## config.mk

```make
export PLATFORM = sky130hd
export DESIGN_NAME = exec_muldiv_flat
export DESIGN_NICKNAME = d
export VERILOG_FILES = /design/src/rtl/exec_muldiv_if.sv /design/src/rtl/exec_muldiv.sv /design/src/flat_wrapper.sv
export SDC_FILE = /design/constraint.sdc
export NUM_CORES = 1
export LEC_CHECK = 0
export BUFFER_PORTS_ARGS = -buffer_cell sky130_fd_sc_hd__buf_2
export CAP_MARGIN = 20
export CORE_ASPECT_RATIO = 1.75
export CORE_UTILIZATION = 57
export DETAILED_ROUTE_END_ITERATION = 8
export GPL_ROUTABILITY_DRIVEN = 0
export PLACE_DENSITY = 0.79
export RECOVER_POWER = 100
export SLEW_MARGIN = 20
export SYNTH_ARGS = -nofsm -noshare
export SYNTH_HDL_FRONTEND = slang
export SYNTH_SLANG_ARGS = --single-unit
```

## constraint.sdc

```tcl
create_clock -name clk -period 3.65 [get_ports clk]
set_clock_uncertainty 0.05 [all_clocks]
set_input_delay 0.9125 -clock clk [delete_from_list [all_inputs] [get_ports clk]]
set_output_delay 0.9125 -clock clk [all_outputs]
set_load 0.05 [all_outputs]
```

## src/rtl/exec_muldiv_if.sv

```systemverilog
// Launch/complete handshake between the exec stage and the multi-cycle multiply/divide unit.
interface exec_muldiv_if #(
   parameter int unsigned WIDTH = 32,
   parameter int unsigned RD_W  = 5
);
   logic             enable;
   logic [1:0]       op;
   logic             sgn;
   logic [WIDTH-1:0] rs;
   logic [WIDTH-1:0] rt;
   logic [RD_W-1:0]  rd_in;
   logic             flush;
   logic             busy;
   logic             done;
   logic [WIDTH-1:0] data;
   logic [RD_W-1:0]  rd_out;

   modport master (
      output enable, op, sgn, rs, rt, rd_in, flush,
      input  busy, done, data, rd_out
   );

   modport slave (
      input  enable, op, sgn, rs, rt, rd_in, flush,
      output busy, done, data, rd_out
   );
endinterface

```

## src/rtl/exec_muldiv.sv

```systemverilog
// Multi-cycle radix-2 multiply/divide unit: restoring divide, shift-add multiply,
// sign handled by magnitude arithmetic plus a final two's-complement fix-up.
module exec_muldiv #(
   parameter int unsigned WIDTH = 32,
   parameter int unsigned RD_W  = 5
) (
   input  logic         clk,
   input  logic         rstn,
   exec_muldiv_if.slave bus
);
   localparam int unsigned CNT_W = $clog2(WIDTH);
   localparam int unsigned P_W   = 2 * WIDTH;
   localparam logic [1:0]  OP_DIV  = 2'b00;
   localparam logic [1:0]  OP_MOD  = 2'b01;
   localparam logic [1:0]  OP_MUL  = 2'b10;
   localparam logic [1:0]  OP_MULH = 2'b11;

   typedef enum logic [1:0] {S_IDLE, S_CALC, S_FIX} state_t;

   state_t             r_state, w_next;
   logic [1:0]         r_op;
   logic               r_neg;
   logic               r_dz;
   logic [RD_W-1:0]    r_rd;
   logic [CNT_W-1:0]   r_cnt;
   logic [WIDTH-1:0]   r_hi;   // remainder (divide) / product high (multiply)
   logic [WIDTH-1:0]   r_lo;   // quotient (divide) / multiplier-then-product low (multiply)
   logic [WIDTH-1:0]   r_m;    // divisor or multiplicand magnitude
   logic               r_busy;
   logic               r_done;
   logic [WIDTH-1:0]   r_data;
   logic [RD_W-1:0]    r_rd_out;

   logic               w_accept;
   logic               w_fin;
   logic               w_is_div;
   logic               w_dz;
   logic [WIDTH-1:0]   w_rs_abs;
   logic [WIDTH-1:0]   w_rt_abs;
   logic [WIDTH:0]     w_mul_sum;
   logic [P_W-1:0]     w_mul_next;
   logic [WIDTH:0]     w_div_sh;
   logic [WIDTH:0]     w_div_diff;
   logic [P_W-1:0]     w_div_next;
   logic [P_W-1:0]     w_prod_s;
   logic [WIDTH-1:0]   w_quo_s;
   logic [WIDTH-1:0]   w_rem_s;
   logic [WIDTH-1:0]   w_res;

   assign w_is_div = ~bus.op[1];
   assign w_dz     = w_is_div && (bus.rt == '0);
   assign w_rs_abs = (bus.sgn && bus.rs[WIDTH-1]) ? (~bus.rs) + WIDTH'(1) : bus.rs;
   assign w_rt_abs = (bus.sgn && bus.rt[WIDTH-1]) ? (~bus.rt) + WIDTH'(1) : bus.rt;

   // Shift-add multiply step: add multiplicand on LSB, shift the pair right
   assign w_mul_sum  = {1'b0, r_hi} + (r_lo[0] ? {1'b0, r_m} : '0);
   assign w_mul_next = {w_mul_sum, r_lo[WIDTH-1:1]};

   // Restoring divide step: shift next dividend bit into remainder, trial subtract
   assign w_div_sh   = {r_hi, r_lo[WIDTH-1]};
   assign w_div_diff = w_div_sh - {1'b0, r_m};
   assign w_div_next = w_div_diff[WIDTH] ? {w_div_sh[WIDTH-1:0], r_lo[WIDTH-2:0], 1'b0}
                                         : {w_div_diff[WIDTH-1:0], r_lo[WIDTH-2:0], 1'b1};

   assign w_prod_s = r_neg ? (~{r_hi, r_lo}) + P_W'(1) : {r_hi, r_lo};
   assign w_quo_s  = r_neg ? (~r_lo) + WIDTH'(1) : r_lo;
   assign w_rem_s  = r_neg ? (~r_hi) + WIDTH'(1) : r_hi;

   always_comb begin
      w_res = '0;
      case (r_op)
         OP_DIV:  w_res = r_dz ? '1 : w_quo_s;
         OP_MOD:  w_res = r_dz ? r_lo : w_rem_s;
         OP_MUL:  w_res = w_prod_s[WIDTH-1:0];
         OP_MULH: w_res = w_prod_s[P_W-1:WIDTH];
         default: w_res = '0;
      endcase
   end

   // Next-state and control strobes; flush wins over launch and completion
   always_comb begin
      w_next   = r_state;
      w_accept = 1'b0;
      w_fin    = 1'b0;
      case (r_state)
         S_IDLE: begin
            if (bus.enable && !bus.flush) begin
               w_accept = 1'b1;
               w_next   = w_dz ? S_FIX : S_CALC;
            end
         end
         S_CALC: begin
            if (bus.flush)          w_next = S_IDLE;
            else if (r_cnt == '0)   w_next = S_FIX;
         end
         S_FIX: begin
            w_next = S_IDLE;
            w_fin  = ~bus.flush;
         end
         default: w_next = S_IDLE;
      endcase
   end

   always_ff @(posedge clk or negedge rstn) begin
      if (!rstn) r_state <= S_IDLE;
      else       r_state <= w_next;
   end

   always_ff @(posedge clk or negedge rstn) begin
      if (!rstn) begin
         r_op  <= '0;
         r_neg <= 1'b0;
         r_dz  <= 1'b0;
         r_rd  <= '0;
         r_cnt <= '0;
         r_hi  <= '0;
         r_lo  <= '0;
         r_m   <= '0;
      end else if (w_accept) begin
         r_op  <= bus.op;
         r_dz  <= w_dz;
         r_rd  <= bus.rd_in;
         r_cnt <= CNT_W'(WIDTH - 1);
         r_hi  <= '0;
         r_lo  <= w_dz ? bus.rs : (w_is_div ? w_rs_abs : w_rt_abs);
         r_m   <= w_is_div ? w_rt_abs : w_rs_abs;
         r_neg <= bus.sgn & ((bus.op == OP_MOD) ? bus.rs[WIDTH-1]
                                                : (bus.rs[WIDTH-1] ^ bus.rt[WIDTH-1]));
      end else if (r_state == S_CALC) begin
         if (r_cnt != '0) r_cnt <= r_cnt - CNT_W'(1);
         {r_hi, r_lo} <= r_op[1] ? w_mul_next : w_div_next;
      end
   end

   always_ff @(posedge clk or negedge rstn) begin
      if (!rstn) begin
         r_busy   <= 1'b0;
         r_done   <= 1'b0;
         r_data   <= '0;
         r_rd_out <= '0;
      end else begin
         r_busy <= (w_next != S_IDLE);
         r_done <= w_fin;
         if (w_fin) begin
            r_data   <= w_res;
            r_rd_out <= r_rd;
         end
      end
   end

   assign bus.busy   = r_busy;
   assign bus.done   = r_done;
   assign bus.data   = r_data;
   assign bus.rd_out = r_rd_out;
endmodule

```

## src/flat_wrapper.sv

```systemverilog
// flat-port wrapper written by rule: the top's interface ports become plain ports
module exec_muldiv_flat 
#(
   parameter int unsigned WIDTH = 32,
   parameter int unsigned RD_W  = 5
)
  (clk, rstn, bus_enable, bus_op, bus_sgn, bus_rs, bus_rt, bus_rd_in, bus_flush, bus_busy, bus_done, bus_data, bus_rd_out);
  exec_muldiv_if #(.WIDTH(WIDTH), .RD_W(RD_W)) bus_i ();
  input  logic clk;
  input  logic rstn;
  input wire logic [$bits(bus_i.enable)-1:0] bus_enable;
  input wire logic [$bits(bus_i.op)-1:0] bus_op;
  input wire logic [$bits(bus_i.sgn)-1:0] bus_sgn;
  input wire logic [$bits(bus_i.rs)-1:0] bus_rs;
  input wire logic [$bits(bus_i.rt)-1:0] bus_rt;
  input wire logic [$bits(bus_i.rd_in)-1:0] bus_rd_in;
  input wire logic [$bits(bus_i.flush)-1:0] bus_flush;
  output wire logic [$bits(bus_i.busy)-1:0] bus_busy;
  output wire logic [$bits(bus_i.done)-1:0] bus_done;
  output wire logic [$bits(bus_i.data)-1:0] bus_data;
  output wire logic [$bits(bus_i.rd_out)-1:0] bus_rd_out;
  assign bus_i.enable = bus_enable;
  assign bus_i.op = bus_op;
  assign bus_i.sgn = bus_sgn;
  assign bus_i.rs = bus_rs;
  assign bus_i.rt = bus_rt;
  assign bus_i.rd_in = bus_rd_in;
  assign bus_i.flush = bus_flush;
  assign bus_busy = bus_i.busy;
  assign bus_done = bus_i.done;
  assign bus_data = bus_i.data;
  assign bus_rd_out = bus_i.rd_out;
  exec_muldiv #(.WIDTH(WIDTH), .RD_W(RD_W)) u_core (.clk(clk), .rstn(rstn), .bus(bus_i));
endmodule
```

# After elaboration in Yosys (flattened, before gate mapping)
# Cells that the tools add are included.
# classes
div	0
n_mul	0
n_eq_ne	6
order_cmp	0
addsub	8
n_mux	30
bitwise	9
n_shift	0
reduce_logical	14
# op_table
operator	n
32-bit two-way mux	14
64-bit two-way mux	3
32-bit by 1-bit adder with 32-bit output, second input constant	4
32-bit inverter	4
32-bit one-hot mux with 4 select lines	1
64-bit by 1-bit adder with 64-bit output, second input constant	1
64-bit inverter	1
32-bit by 33-bit adder with 33-bit output	1
33-bit by 32-bit subtractor with 33-bit output	1
32-bit logical NOT	1
5-bit two-way mux	3
2-bit two-way mux	4
2-bit by 1-bit equality test with 1-bit output, second input constant	3
2-bit equality test, second input constant	3
2-bit nonzero test	3
5-bit logical NOT	1
5-bit nonzero test	1
5-bit by 1-bit subtractor with 5-bit output, second input constant	1
1-bit logical AND	4
2-bit logical NOT	2
1-bit two-way mux	4
2-bit one-hot mux with 2 select lines	1
1-bit inverter	2
2-bit AND reduction	1
other kinds (3)	3
# word_totals
ramBits	0
latch_bits	0
wordCells	80
output_inout_bits	39
register_bits	151
mem_count	0
rom_bits	0
inputBits	76

# Depth between registers and ports, before layout
# logic_depth
word_depth	6
depth_mapped	15
depth_no_buf	13

# Least setup slack after synthesis
# Ideal clock, no wire load.
# synth_timing
path_type	input to register
startpoint	input port bus_rt[7]
endpoint	register u_core.r_lo[15]
setup_slack_ns	0.175
path_buffers	3
setup_ns	0.136
cell_stages	12
t_required_ns	3.464
arrival_ns	3.288
path_cell_list	or4_4 or3_1 buf_2 or3_4 nor4_4 and3_1 buf_4 buf_6 a21oi_1 o21a_1 a211oi_2 a21oi_1
# synth_between
elab_chain_cells	6
word_cells_on_any_way	8
cone_classes	add/sub: 1; mux: 4; bitwise: 1; reduce/logical: 2
# synth_lines
item	line	rtl
from (decl)	flat_wrapper.sv:15	input wire logic [$bits(bus_i.rt)-1:0] bus_rt;
32-bit inverter	exec_muldiv.sv:53	assign w_rt_abs = (bus.sgn && bus.rt[WIDTH-1]) ? (~bus.rt) + WIDTH'(1) : bus.rt;
32-bit by 1-bit adder with 32-bit output	exec_muldiv.sv:53	
32-bit two-way mux	exec_muldiv.sv:53	
32-bit two-way mux	exec_muldiv.sv:125	r_lo <= w_dz ? bus.rs : (w_is_div ? w_rs_abs : w_rt_abs);
32-bit two-way mux *	exec_muldiv.sv:125	
32-bit two-way mux *	exec_muldiv.sv:119	end else if (w_accept) begin
to (signal assigned)	exec_muldiv.sv:125	
to (signal assigned)	exec_muldiv.sv:131	{r_hi, r_lo} <= r_op[1] ? w_mul_next : w_div_next;
to (decl)	exec_muldiv.sv:27	logic [WIDTH-1:0] r_lo;
# Mark *: on every way between the ends. The rest lies on a longest branch, timed or not.
# A chain may end at the register's enable or synchronous reset.

# Worst setup path after layout
# layout_timing
startpoint	register u_core.r_hi[7]
endpoint	register u_core.r_hi[21]
# layout_between
elab_chain_cells	5
word_cells_on_any_way	6
cone_classes	add/sub: 2; mux: 4
# layout_lines
item	line	rtl
from (decl)	exec_muldiv.sv:26	logic [WIDTH-1:0] r_hi;
from (signal assigned)	exec_muldiv.sv:131	
33-bit by 32-bit subtractor with 33-bit output	exec_muldiv.sv:61	assign w_div_diff = w_div_sh - {1'b0, r_m};
64-bit two-way mux	exec_muldiv.sv:62	assign w_div_next = w_div_diff[WIDTH] ? {w_div_sh[WIDTH-1:0], r_lo[WIDTH-2:0], 1'b0}
64-bit two-way mux *	exec_muldiv.sv:131	
32-bit two-way mux *	exec_muldiv.sv:129	end else if (r_state == S_CALC) begin
32-bit two-way mux *	exec_muldiv.sv:119	
# Mark *: on every way between the ends. The rest lies on a longest branch, timed or not. The select of a mux whose other input is x is not followed.

==> metrics <==
Pins Over Slew Limit=148; crit end category=flop; CP required=3.98 ns; most frequent cells in the layout=262 x nand2_1, 206 x o21ai_0, 175 x nor2_1, 164 x a21oi_1, 148 x dfrtp_1; area grow syn2layout=12.10%; Final Hold Vio Count=0; starting density of the core=0.5791; Root Buffer=clkbuf_16; Fmax achieved=0.2805 GHz; DR vias=17520; Worst Path Max Fanout=8; worst setup path class=flop to flop; drt first pass iters=9; H-tree depth=4; vias in the first global route=16830; GR Layer Usage met2=0.7516; Cell Area, Placed=16730 um2; Pwr Density=813.9 nW/um2; ys flop type=dfrtp_1; CTS tree=done; die width=126.2 um; CTS sink count=151; Syn Area/Cell=7.482 um2; die area=27700 um2; hpwl dp=45190 um; endpoints failing setup=0; DRC viols=1; Syn. warnings=0; #FFs+latches synth=151; Setup TNS Final=0 ns; global route total overflow=0; Max-slew headroom=-0.2715; Final ANT Viol Nets=0; antenna violations before repair=2; critical path launch point type=flop; syn_nets=2205; most used routing layer in global routing=met2; Min-Delay Path Class=flop to flop; mapped cell area=15400 um2; max-cap violations=2; M3 GR Usage=0.1680; I/O pin count=115; actual slew at the worst max-slew pin=1.907 ns; total global-route track usage=0.4657; first-pass GRT wire length=95990 um; Die Y=219.4 um; share of cells above drive strength 1=0.1215; CP arrival=3.90 ns; sequential area share after synthesis=0.2454; Tmin final=3.565 ns; nets=2315; Design Area, Final=17260 um2; final worst-path cycle share=0.9767; number of synthesized flops with an enable pin=0; DRT Wirelength=62970 um; port bufs=114; Avg WL per Cell=25.14 um; maximum vdd ir drop=463.3 uV; leakage=7.327 nW; met1 Resource Use GR=0.4678; Post-synth ARST share=1.000; status=finished with violations; cells after synthesis=2058; n_diodes=0; violated checks=design-rule violations, max-capacitance violations, max-slew violations; synth unique cells=88; largest net degree at the start of global routing=78; clock latency on the worst-skew pair=0.46 ns; hold slack=0.4217 ns; TritonCTS Buffers=17; Core Area=26590 um2; row count=79; initial DRC count=2094; clk slew on worst S/H paths=0.07 ns; vias per inst=6.996; leading cell type in the layout, fill and taps excluded=nand2_1; Clock Path Buffers=2
## timing repair
| item | in CTS | in global routing |
|---|---|---|
| endpoints found under the hold margin | 0 | 0 |
| pin swaps | 1 | 0 |
| gates resized for setup | 0 | 17 |
| hold buffers | 0 | 0 |
| endpoints found under the setup margin | 7 | 20 |
| buffers inserted | 1 | 4 |
## worst max-delay path, stage by stage (launching register included)
cell,delay [ns]
dfrtp_1,0.52
ha_1,0.43
nand3_1,0.14
a2111oi_2,0.37
buf_4,0.20
nor2_1,0.04
a21oi_1,0.28
o22ai_1,0.17
o21ai_0,0.37
xor2_1,0.55
nand2_1,0.18
a31oi_1,0.19
## power by group
part	total (mW)	switching (mW)	internal, mW
clock	1.77	0.819	0.955
combinational	9.46	5.87	3.59
sequential	2.81	0.739	2.07
## registers in the layout, summed over array words and instances (netlist names)
register           cells
u_core.r_m            32
u_core.r_lo           32
u_core.bus.rd_out      5
u_core.r_dz            1
u_core.bus.data       32
u_core.r_op            2
u_core.r_neg           1
u_core.bus.done        1
u_core.r_hi           32
u_core.r_state         2
u_core.bus.busy        1
u_core.r_cnt           5
u_core.r_rd            5
## synthesized netlist by cell type, types with 12 or more instances
cell | number | area [um2]
a211oi_1 | 47 | 352.8
a21o_1 | 21 | 157.7
a21oi_1 | 166 | 830.8
a221oi_1 | 15 | 131.4
a22oi_1 | 20 | 150.1
a31oi_1 | 27 | 168.9
buf_2 | 13 | 65.06
clkbuf_1 | 115 | 431.7
dfrtp_1 | 151 | 3779
ha_1 | 69 | 863.3
inv_1 | 69 | 259.0
mux2i_1 | 46 | 460.4
nand2_1 | 262 | 983.4
nand2b_1 | 19 | 118.9
nand3_1 | 23 | 115.1
nand4_1 | 15 | 93.84
nor2_1 | 176 | 660.6
nor2b_1 | 12 | 75.07
nor3_1 | 40 | 200.2
nor4_1 | 15 | 93.84
o211ai_1 | 31 | 232.7
o21a_1 | 17 | 127.6
o21ai_0 | 206 | 1031
o21ai_1 | 16 | 80.08
o221ai_1 | 16 | 140.1
o22ai_1 | 17 | 106.4
o31ai_1 | 33 | 247.7
o41ai_1 | 14 | 122.6
or3_1 | 23 | 143.9
or4_1 | 12 | 90.09
xnor2_1 | 106 | 928.4
xor2_1 | 99 | 867.1
## final timing paths
kind	start	endpoint	slack, ns	cells after the start
min in group asynchronous	rstn	u_core.bus.data[7]	0.89	1
worst max-delay path	u_core.r_hi[7]	u_core.r_hi[21]	0.09	11
worst min-delay path	u_core.bus.data[2]	u_core.bus.data[2]	0.42	2
max in group asynchronous	rstn	u_core.r_lo[8]	0.56	2
worst max register to register	u_core.r_hi[7]	u_core.r_hi[21]	0.09	11
worst min register to register	u_core.bus.data[2]	u_core.bus.data[2]	0.42	2
## through the flow
step,util,worst slack [ns],power [mW],instances
2_1_floorplan,-,0.1754,8.279,2058
3_3_place_gp,0.6293,0.01993,11.13,2468
3_5_place_dp,0.6293,-0.008281,11.31,2468
4_1_cts,0.6515,0.04738,13.19,2501
5_1_grt,0.6491,-0.02443,14.70,2505
6_report,0.6491,0.08502,14.05,2505
## logic make-up (layout without fill, tap and decap cells)
logic type / Yosys count / after routing / share of synthesized area
mux: 55 / 55 / 0.03649
simple gates: 646 / 646 / 0.1936
flops: 151 / 151 / 0.2454
buf+inv: 224 / 347 / 0.06151
compound gates: 706 / 706 / 0.2877
fa+ha+maj: 71 / 71 / 0.05867
xor+xnor: 205 / 205 / 0.1166
## cell type report
| class | count | area [um2] |
|---|---|---|
| multi-input combinational | 1683 | 10740 |
| fill | 2283 | 9329 |
| timing repair buffer | 243 | 1494 |
| tap | 324 | 405.4 |
| clock buffer | 18 | 429.2 |
| sequential | 151 | 3782 |
| clock inverter | 14 | 140.1 |
| inverter | 72 | 274.0 |
## per-layer routing
layer  vias up  routed length (um)
li1       7665                   -
met1      8098               19870
met2      1276               28670
met3       481                7355
met4         4                7053
met5         -                  23
(Power assumes the default switching activity.)
